==> config.mk <==
export PLATFORM = sky130hd
export DESIGN_NAME = serial_transmit_flat
export DESIGN_NICKNAME = d
export VERILOG_FILES = /design/src/rtl/serial_pkg.sv /design/src/rtl/serial_transmit_if.sv /design/src/rtl/baud_tick_gen.sv /design/src/rtl/serial_transmit.sv /design/src/flat_wrapper.sv
export SDC_FILE = /design/constraint.sdc
export NUM_CORES = 1
export LEC_CHECK = 0
export BUFFER_PORTS_ARGS = -buffer_cell sky130_fd_sc_hd__buf_2
export CELL_PAD_IN_SITES_DETAIL_PLACEMENT = 0
export CELL_PAD_IN_SITES_GLOBAL_PLACEMENT = 2
export CORE_ASPECT_RATIO = 0.6
export CORE_MARGIN = 8
export CORE_UTILIZATION = 38
export DETAILED_ROUTE_END_ITERATION = 12
export HOLD_SLACK_MARGIN = 0.1
export PLACE_DENSITY_LB_ADDON = 0.08
export RECOVER_POWER = 25
export SLEW_MARGIN = 20
export SYNTH_ARGS = -nofsm -noshare
export SYNTH_HDL_FRONTEND = slang
export SYNTH_HIERARCHICAL = 1
export SYNTH_SLANG_ARGS = --single-unit
==> constraint.sdc <==
create_clock -name clk -period 4.5 [get_ports clk]
set_input_delay 0.45 -clock clk [delete_from_list [all_inputs] [get_ports clk]]
set_output_delay 0.45 -clock clk [all_outputs]
set_load 0.03 [all_outputs]
==> src/rtl/serial_pkg.sv <==
// Shared types and frame constants for the serial transmitter.
package serial_pkg;

  typedef enum logic [2:0] {
    ST_IDLE,
    ST_START,
    ST_DATA,
    ST_PARITY,
    ST_STOP
  } tx_state_e;

  localparam int DATA_BITS        = 8;
  localparam int START_BITS       = 1;
  localparam int STOP_BITS        = 1;
  localparam int BIT_CNT_W        = $clog2(DATA_BITS);
  localparam int CLKS_PER_BIT_DEF = 4;

  function automatic logic even_parity(input logic [DATA_BITS-1:0] b);
    return ^b;
  endfunction

endpackage

==> src/rtl/serial_transmit_if.sv <==
// Byte handshake plus serial line status between an upstream source and the transmitter.
interface serial_transmit_if;
  import serial_pkg::*;

  logic [DATA_BITS-1:0] tx_data;
  logic                 tx_valid;
  logic                 tx_ready;
  logic                 tx_out;
  logic                 busy;

  modport master (output tx_data, tx_valid, input tx_ready, tx_out, busy);
  modport slave  (input tx_data, tx_valid, output tx_ready, tx_out, busy);
endinterface

==> src/rtl/baud_tick_gen.sv <==
// Bit-period down counter: reloads CLKS_PER_BIT-1 on restart or after reaching 0; tick marks the last cycle.
module baud_tick_gen #(
  parameter int CLKS_PER_BIT = 4
) (
  input  logic clk,
  input  logic rst_n,
  input  logic restart,
  output logic tick
);
  localparam int            CW     = $clog2(CLKS_PER_BIT);
  localparam logic [CW-1:0] RELOAD = CW'(CLKS_PER_BIT - 1);

  logic [CW-1:0] r_cnt;

  always_ff @(posedge clk) begin
    if (!rst_n)                       r_cnt <= '0;
    else if (restart || r_cnt == '0) r_cnt <= RELOAD;
    else                              r_cnt <= r_cnt - 1'b1;
  end

  assign tick = (r_cnt == '0);
endmodule

==> src/rtl/serial_transmit.sv <==
// UART-style transmitter: one-byte holding buffer feeding a shift register, start/data/[parity]/stop framing.
module serial_transmit
  import serial_pkg::*;
#(
  parameter int CLKS_PER_BIT = CLKS_PER_BIT_DEF,
  parameter bit PARITY_EN    = 1'b0
) (
  input logic              clk,
  input logic              rst_n,
  serial_transmit_if.slave bus
);
  localparam logic [BIT_CNT_W-1:0] LAST_BIT = BIT_CNT_W'(DATA_BITS - 1);

  tx_state_e              r_state, w_state_nxt;
  logic [DATA_BITS-1:0]   r_shift, w_shift_nxt;
  logic [DATA_BITS-1:0]   r_buf, w_buf_nxt;
  logic                   r_buf_full, w_buf_full_nxt;
  logic [BIT_CNT_W-1:0]   r_bit_cnt, w_bit_cnt_nxt;
  logic                   r_parity, w_parity_nxt;
  logic                   r_tx_out, w_tx_out_nxt;
  logic                   w_tick, w_restart, w_accept, w_drain;

  // Counter is held at reload while idle so START always gets a full bit period.
  assign w_restart = (r_state == ST_IDLE);

  baud_tick_gen #(.CLKS_PER_BIT(CLKS_PER_BIT)) u_baud (
    .clk     (clk),
    .rst_n   (rst_n),
    .restart (w_restart),
    .tick    (w_tick)
  );

  always_comb begin
    w_state_nxt    = r_state;
    w_shift_nxt    = r_shift;
    w_buf_nxt      = r_buf;
    w_buf_full_nxt = r_buf_full;
    w_bit_cnt_nxt  = r_bit_cnt;
    w_parity_nxt   = r_parity;
    w_tx_out_nxt   = 1'b1;
    w_drain        = 1'b0;
    w_accept       = bus.tx_valid && !r_buf_full;

    unique case (r_state)
      ST_IDLE:   if (r_buf_full) w_drain = 1'b1;
      ST_START:  if (w_tick) begin
                   w_state_nxt   = ST_DATA;
                   w_bit_cnt_nxt = '0;
                 end
      ST_DATA:   if (w_tick) begin
                   if (r_bit_cnt == LAST_BIT) begin
                     w_state_nxt = PARITY_EN ? ST_PARITY : ST_STOP;
                   end else begin
                     w_bit_cnt_nxt = r_bit_cnt + 1'b1;
                     w_shift_nxt   = r_shift >> 1;
                   end
                 end
      ST_PARITY: if (w_tick) w_state_nxt = ST_STOP;
      ST_STOP:   if (w_tick) begin
                   if (r_buf_full) w_drain = 1'b1;
                   else            w_state_nxt = ST_IDLE;
                 end
      default:   w_state_nxt = ST_IDLE;
    endcase

    // Parity is latched with the byte because the shift register is consumed bit by bit.
    if (w_drain) begin
      w_state_nxt    = ST_START;
      w_shift_nxt    = r_buf;
      w_parity_nxt   = even_parity(r_buf);
      w_bit_cnt_nxt  = '0;
      w_buf_full_nxt = 1'b0;
    end

    if (w_accept) begin
      w_buf_nxt      = bus.tx_data;
      w_buf_full_nxt = 1'b1;
    end

    unique case (w_state_nxt)
      ST_START:  w_tx_out_nxt = 1'b0;
      ST_DATA:   w_tx_out_nxt = w_shift_nxt[0];
      ST_PARITY: w_tx_out_nxt = w_parity_nxt;
      default:   w_tx_out_nxt = 1'b1;
    endcase
  end

  always_ff @(posedge clk) begin
    if (!rst_n) begin
      r_state    <= ST_IDLE;
      r_shift    <= '0;
      r_buf      <= '0;
      r_buf_full <= 1'b0;
      r_bit_cnt  <= '0;
      r_parity   <= 1'b0;
      r_tx_out   <= 1'b1;
    end else begin
      r_state    <= w_state_nxt;
      r_shift    <= w_shift_nxt;
      r_buf      <= w_buf_nxt;
      r_buf_full <= w_buf_full_nxt;
      r_bit_cnt  <= w_bit_cnt_nxt;
      r_parity   <= w_parity_nxt;
      r_tx_out   <= w_tx_out_nxt;
    end
  end

  assign bus.tx_ready = !r_buf_full;
  assign bus.tx_out   = r_tx_out;
  assign bus.busy     = (r_state != ST_IDLE) || r_buf_full;
endmodule

==> src/flat_wrapper.sv <==
// flat-port wrapper written by rule: the top's interface ports become plain ports
module serial_transmit_flat import serial_pkg::*;
#(
  parameter int CLKS_PER_BIT = CLKS_PER_BIT_DEF,
  parameter bit PARITY_EN    = 1'b0
)
  (clk, rst_n, bus_tx_data, bus_tx_valid, bus_tx_ready, bus_tx_out, bus_busy);
  serial_transmit_if bus_i ();
  input logic clk;
  input logic rst_n;
  input wire logic [$bits(bus_i.tx_data)-1:0] bus_tx_data;
  input wire logic [$bits(bus_i.tx_valid)-1:0] bus_tx_valid;
  output wire logic [$bits(bus_i.tx_ready)-1:0] bus_tx_ready;
  output wire logic [$bits(bus_i.tx_out)-1:0] bus_tx_out;
  output wire logic [$bits(bus_i.busy)-1:0] bus_busy;
  assign bus_i.tx_data = bus_tx_data;
  assign bus_i.tx_valid = bus_tx_valid;
  assign bus_tx_ready = bus_i.tx_ready;
  assign bus_tx_out = bus_i.tx_out;
  assign bus_busy = bus_i.busy;
  serial_transmit #(.CLKS_PER_BIT(CLKS_PER_BIT), .PARITY_EN(PARITY_EN)) u_core (.clk(clk), .rst_n(rst_n), .bus(bus_i));
endmodule
* Word-level counts from Yosys, hierarchy flattened *
Cells that the tools add are included.

operators by class
  equal/unequal tests = 12
  bitwise logic cells = 1
  mux-type cells = 24
  reductions and logical operators = 15
  add/sub/neg operators = 2

operators by type and width
  kind                                                                      count
  8-bit two-way mux                                                         4
  3-bit two-way mux                                                         10
  3-bit one-hot mux with 5 select lines                                     1
  3-bit by 2-bit == test with 1-bit output (second input constant)          4
  2-bit nonzero test                                                        4
  8-bit XOR reduction                                                       1
  3-bit by 1-bit == test with 1-bit output (second input constant)          2
  3-bit == test (second input constant)                                     2
  2-bit inequality test (second input constant)                             3
  3-bit one-hot mux with 2 select lines                                     1
  1-bit two-way mux                                                         5
  4-bit AND reduction                                                       1
  3-bit by 1-bit adder with 3-bit output (second input constant)            1
  3-bit zero test                                                           1
  1-bit one-hot mux with 3 select lines                                     1
  3-bit AND reduction                                                       1
  3-bit nonzero test                                                        1
  2-bit zero test                                                           1
  1-bit logical OR                                                          2
  2-bit two-way mux                                                         1
  2-bit by 1-bit inequality test with 1-bit output (second input constant)  1
  1-bit one-hot mux with 2 select lines                                     1
  2-bit OR reduction                                                        1
  2-bit by 1-bit subtractor with 2-bit output (second input constant)       1
  3 further kinds                                                           3

storage, ports and cells
  logic and storage cells = 63
  bits of input ports = 11
  register bits after elaboration = 27
  output and inout port bits = 3

* Logic depth before layout (Yosys ltp) *
  depth in word-level cells = 7
  mapped depth = 8
  mapped depth without buffers = 7

* Modules after synthesis *
The synthesis kept the hierarchy.

modules (own cells, without submodules)
  module           times used  area an instance (µm²)  seq. area each (µm²)  cells each
  serial_transmit  1           1182.4                  500.5                 121
  baud_tick_gen    1           78.8                    40.0                  8

* Worst setup path before layout *
OpenSTA, ideal clock, no wires.

  kind = register -> register
  start point = register u_core.r_bit_cnt[0]
  end point = register u_core.r_tx_out, in the netlist u_core/bus.tx_out
  library setup time = 137 ps
  buffers on the path = 1
  required time = 4363 ps
  data arrival time = 1603 ps
  stages on the path, launching flop included = 9
  setup slack = 2761 ps
  clock period less this slack = 1739 ps
  path through = dfxtp_1 -> ha_1 -> ha_1 -> nor4b_2 -> and2_1 -> buf_6 -> a221oi_2 -> o31ai_2 -> nand4_1

on the way
  longest elaborated chain between the ends = 7
  elaborated cells between the ends (all ways) = 13
  those cells by class = eq/ne: 4; mux: 9

RTL lines
  element                                                                                                      line                    text
  start, declared                                                                                              serial_transmit.sv:18   logic [BIT_CNT_W-1:0] r_bit_cnt, w_bit_cnt_nxt;
  start signal, assigned                                                                                       serial_transmit.sv:102  r_bit_cnt <= w_bit_cnt_nxt;
  3-bit == test (*)                                                                                            serial_transmit.sv:51   if (r_bit_cnt == LAST_BIT) begin
  3-bit two-way mux                                                                                            serial_transmit.sv:51
  3-bit two-way mux                                                                                            serial_transmit.sv:50   ST_DATA: if (w_tick) begin
  3-bit one-hot mux with 5 select lines                                                                        serial_transmit.sv:44   unique case (r_state)
  3-bit two-way mux                                                                                            serial_transmit.sv:67   if (w_drain) begin
  3-bit by 2-bit == test with 1-bit output / 3-bit by 1-bit == test with 1-bit output (equally long branches)  serial_transmit.sv:80   unique case (w_state_nxt)
  1-bit one-hot mux with 3 select lines (*)                                                                    serial_transmit.sv:80
  end signal, assigned                                                                                         serial_transmit.sv:104  r_tx_out <= w_tx_out_nxt;
  end, declared                                                                                                serial_transmit.sv:20   logic r_tx_out, w_tx_out_nxt;

Every way passes the cells marked *; elsewhere a longest branch is shown, timed or not. The select of a mux whose other input is x is not followed.
A chain may end at the register's enable or synchronous reset.

* Final worst setup path *
Same ends and word-level chain as after synthesis.

==> flow_summary_export.csv <==
group,metric,value,unit
detailed_routing,vias,888,
clock_tree,holdBufCountCts,0,
power_and_ir_drop,power,0.489,mW
floorplanning,io_pins,14,
job,cap_violations,0,
global_routing,grt_max_degree,25,
clock_tree,tritoncts,"yes",
power_and_ir_drop,p_per_area,354,mW/mm2
global_routing,grt.met3_usage,4.57,%
setup_path,end_kind,"flop",
detailed_routing,avgRoutedWirePerCell,13.4,um
global_routing,grt-ovfl-total,0,
final_layout,design_area,0.00138,mm2
final_layout,layoutNonFillerInstCount,185,
global_routing,top_usage_layer,"met1",
global_routing,grtUsageMet2,13.3,%
setup_path,path_max_fanout,11,
timing,hold_viol_final,0,
floorplanning,rows,16,
synth,ys_warn_count,6,
power_and_ir_drop,ir_worst_vdd,0.000182,V
clock_tree,h-tree-depth,1,
synth,synth_top_area_cell,"dfxtp_1",
detailed_routing,drc,0,
final_layout,syn_to_final_growth,9.42,%
place,gp_congestion,0.758,
setup_path,required,4.64,ns
clock_tree,cts_buffer_depth,2,
worst_hold_path,min_path_type,"primary input to flop",
final_layout,diodes,0,
synth,ys_types,28,
timing,rsz0062_at_grt,"false",
clock_tree,clock_latency,0.27,ns
timing,fin_worst_skew,0.00469,ns
floorplanning,die_y,60.6,um
synth,synth.net_count,143,
synth,ys_ff_latch,27,
detailed_routing,final_antenna_net_count,0,
synth,ys_seq_area_share,42.9,%
final_layout,fillers,324,
global_routing,grt_usage,9.96,%
timing,setup_tns,0,ns
timing,finalMaxSlewViolations,0,
floorplanning,initial_utilization,39.1,%
synth,avgSynthCellArea,9.78,um2
global_routing,grt_pass1_wl,4310,um
synth,synthTopCellsByArea,"dfxtp_1, mux2i_1, nor2b_1",
final_layout,drive_above_1_share,12.1,%
final_layout,layout_common_cells,"dfxtp_1, nor2b_1, buf_2",
clock_tree,path_clk_slew,0.09,ns
timing,period_minus_slack,2.01,ns
place,dp_hpwl,1850,um
final_layout,finalNetCount,155,
setup_path,cp-start-kind,"flop",
detailed_routing,dr.pass1.iters,4,
synth,synth_cells,129,
setup_path,worst_ep_arrival_time,2.16,ns
global_routing,antenna_found_initial,0,
timing,whs,0.397,ns
detailed_routing,drtIter0Drc,74,
run_status,outcome,"finished, final reports clean",
timing,slew_headroom,27.6,%
timing,max_slew.worst_pin.slew,1.08,ns
global_routing,use_met1,14.2,%
synth,synth_top_area_share,42.9,%
floorplanning,core_area,0.00322,mm2
clock_tree,cts_buffers,3,
setup_path,critPathKind,"flop to flop",
synth,synth_area,0.00126,mm2
clock_tree,postCtsSetupBuffers,0,
timing,min_period_over_period,44.8,%
detailed_routing,totalWireLength,2490,um
power_and_ir_drop,p_leak,0.547,nW
floorplanning,dieArea,0.00548,mm2
clock_tree,clock-sinks,27,
timing,setup_viol_count_final,0,
place,place_area,0.00134,mm2
timing,fmax,496,MHz
floorplanning,die_width,90.4,um
final_layout,final_common_cell,"dfxtp_1",
place,dpl.cell_count,181,
global_routing,first_global_vias,876,
clock_tree,cts_resized,0,
clock_tree,clockRootBuffer,"clkbuf_8",
detailed_routing,vias_per_cell,4.80,
place,port_buffers,13,
[stage by stage]
stage          util [%]  setup slack [ns]
2_1_floorplan         -              2.76
3_3_place_gp       41.5              2.51
3_5_place_dp       41.5              2.47
4_1_cts            42.9              2.46
5_1_grt            42.8              2.26
6_report           42.8              2.49
[registers in the layout (all words and copies together), names as in the netlist]
name                 flops
u_core/bus.tx_out        1
u_core/u_baud/r_cnt      2
u_core/r_bit_cnt         3
u_core/r_state           3
u_core/r_buf_full        1
u_core/r_buf             8
u_core/r_shift           8
u_core/r_parity          1
[where the power goes]
| group | total (mW) | leakage, nW | internal (mW) | switching [mW] |
|---|---|---|---|---|
| sequential | 0.265 | 0.221 | 0.254 | 0.0113 |
| clock | 0.135 | 0.0228 | 0.0634 | 0.0715 |
| combinational | 0.0887 | 0.303 | 0.0388 | 0.0499 |
| total | 0.489 | 0.547 | 0.356 | 0.133 |
[cells by family (layout without fill, tap and decap cells)]
family / Yosys count / count (layout) / share of synthesized area [%]
and+or+nand+nor: 45 / 45 / 19.7
DFF: 27 / 27 / 42.9
AOI/OAI and AO/OA: 26 / 26 / 16.6
buffers and inverters: 11 / 22 / 5.06
muxes: 10 / 10 / 7.94
xor gates and xnor gates: 7 / 7 / 4.86
adders and majority gates: 3 / 3 / 2.98
[critical path, stage by stage (launching register included)]
cell	delay (ns)
dfxtp_1	0.33
ha_1	0.20
ha_1	0.21
nor4b_2	0.24
and2_1	0.44
a221oi_2	0.12
o31ai_2	0.23
nand4_1	0.11
[synth_stat cells]
| library cell | instances |
|---|---|
| dfxtp_1 | 27 |
| nor2b_1 | 13 |
| mux2i_1 | 10 |
| nand2_1 | 9 |
| nor2_1 | 9 |
| a22oi_1 | 8 |
| a21boi_1 | 6 |
| xnor2_1 | 6 |
| inv_1 | 5 |
| a21oi_1 | 3 |
| and2_1 | 3 |
| buf_6 | 3 |
| clkbuf_1 | 3 |
| ha_1 | 3 |
| nand2b_1 | 3 |
| nor3b_1 | 3 |
| o211a_1 | 3 |
| nor3_1 | 2 |
| a221oi_1 | 1 |
| a221oi_2 | 1 |
| nand4_1 | 1 |
| nor4b_2 | 1 |
| o211ai_1 | 1 |
| o21ai_0 | 1 |
| o31ai_2 | 1 |
| o32a_1 | 1 |
| or3b_1 | 1 |
| xor2_1 | 1 |
[area by class of cell]
type | instances | area (um2) | area share [%]
clock buffer | 4 | 45.0 | 3.26
inverter | 5 | 18.8 | 1.36
sequential | 27 | 541 | 39.2
timing repair buffer | 13 | 62.6 | 4.53
tap | 45 | 56.3 | 4.08
multi-input combinational | 91 | 657 | 47.6
[metal layers]
layer	vias up	share of wire (%)
met5	-	0
met4	0	0
met3	0	5.0
met2	12	38
met1	405	57
li1	471	-
[path summary, 6_finish.rpt]
check / from / endpoint / slack [ns] / depth (start not counted)
max: u_core/r_bit_cnt[0]$_SDFFE_PP0P_ / u_core/bus.tx_out$_SDFF_PN1_ / 2.49 / 7
min: bus_tx_valid / u_core/r_buf_full$_SDFFE_PN0P_ / 0.40 / 3
max reg2reg: u_core/r_bit_cnt[0]$_SDFFE_PP0P_ / u_core/bus.tx_out$_SDFF_PN1_ / 2.49 / 7
min reg2reg: u_core/u_baud/r_cnt[0]$_SDFF_PN0_ / u_core/u_baud/r_cnt[0]$_SDFF_PN0_ / 0.45 / 1
Note: power is estimated with default switching activity, not from simulation.
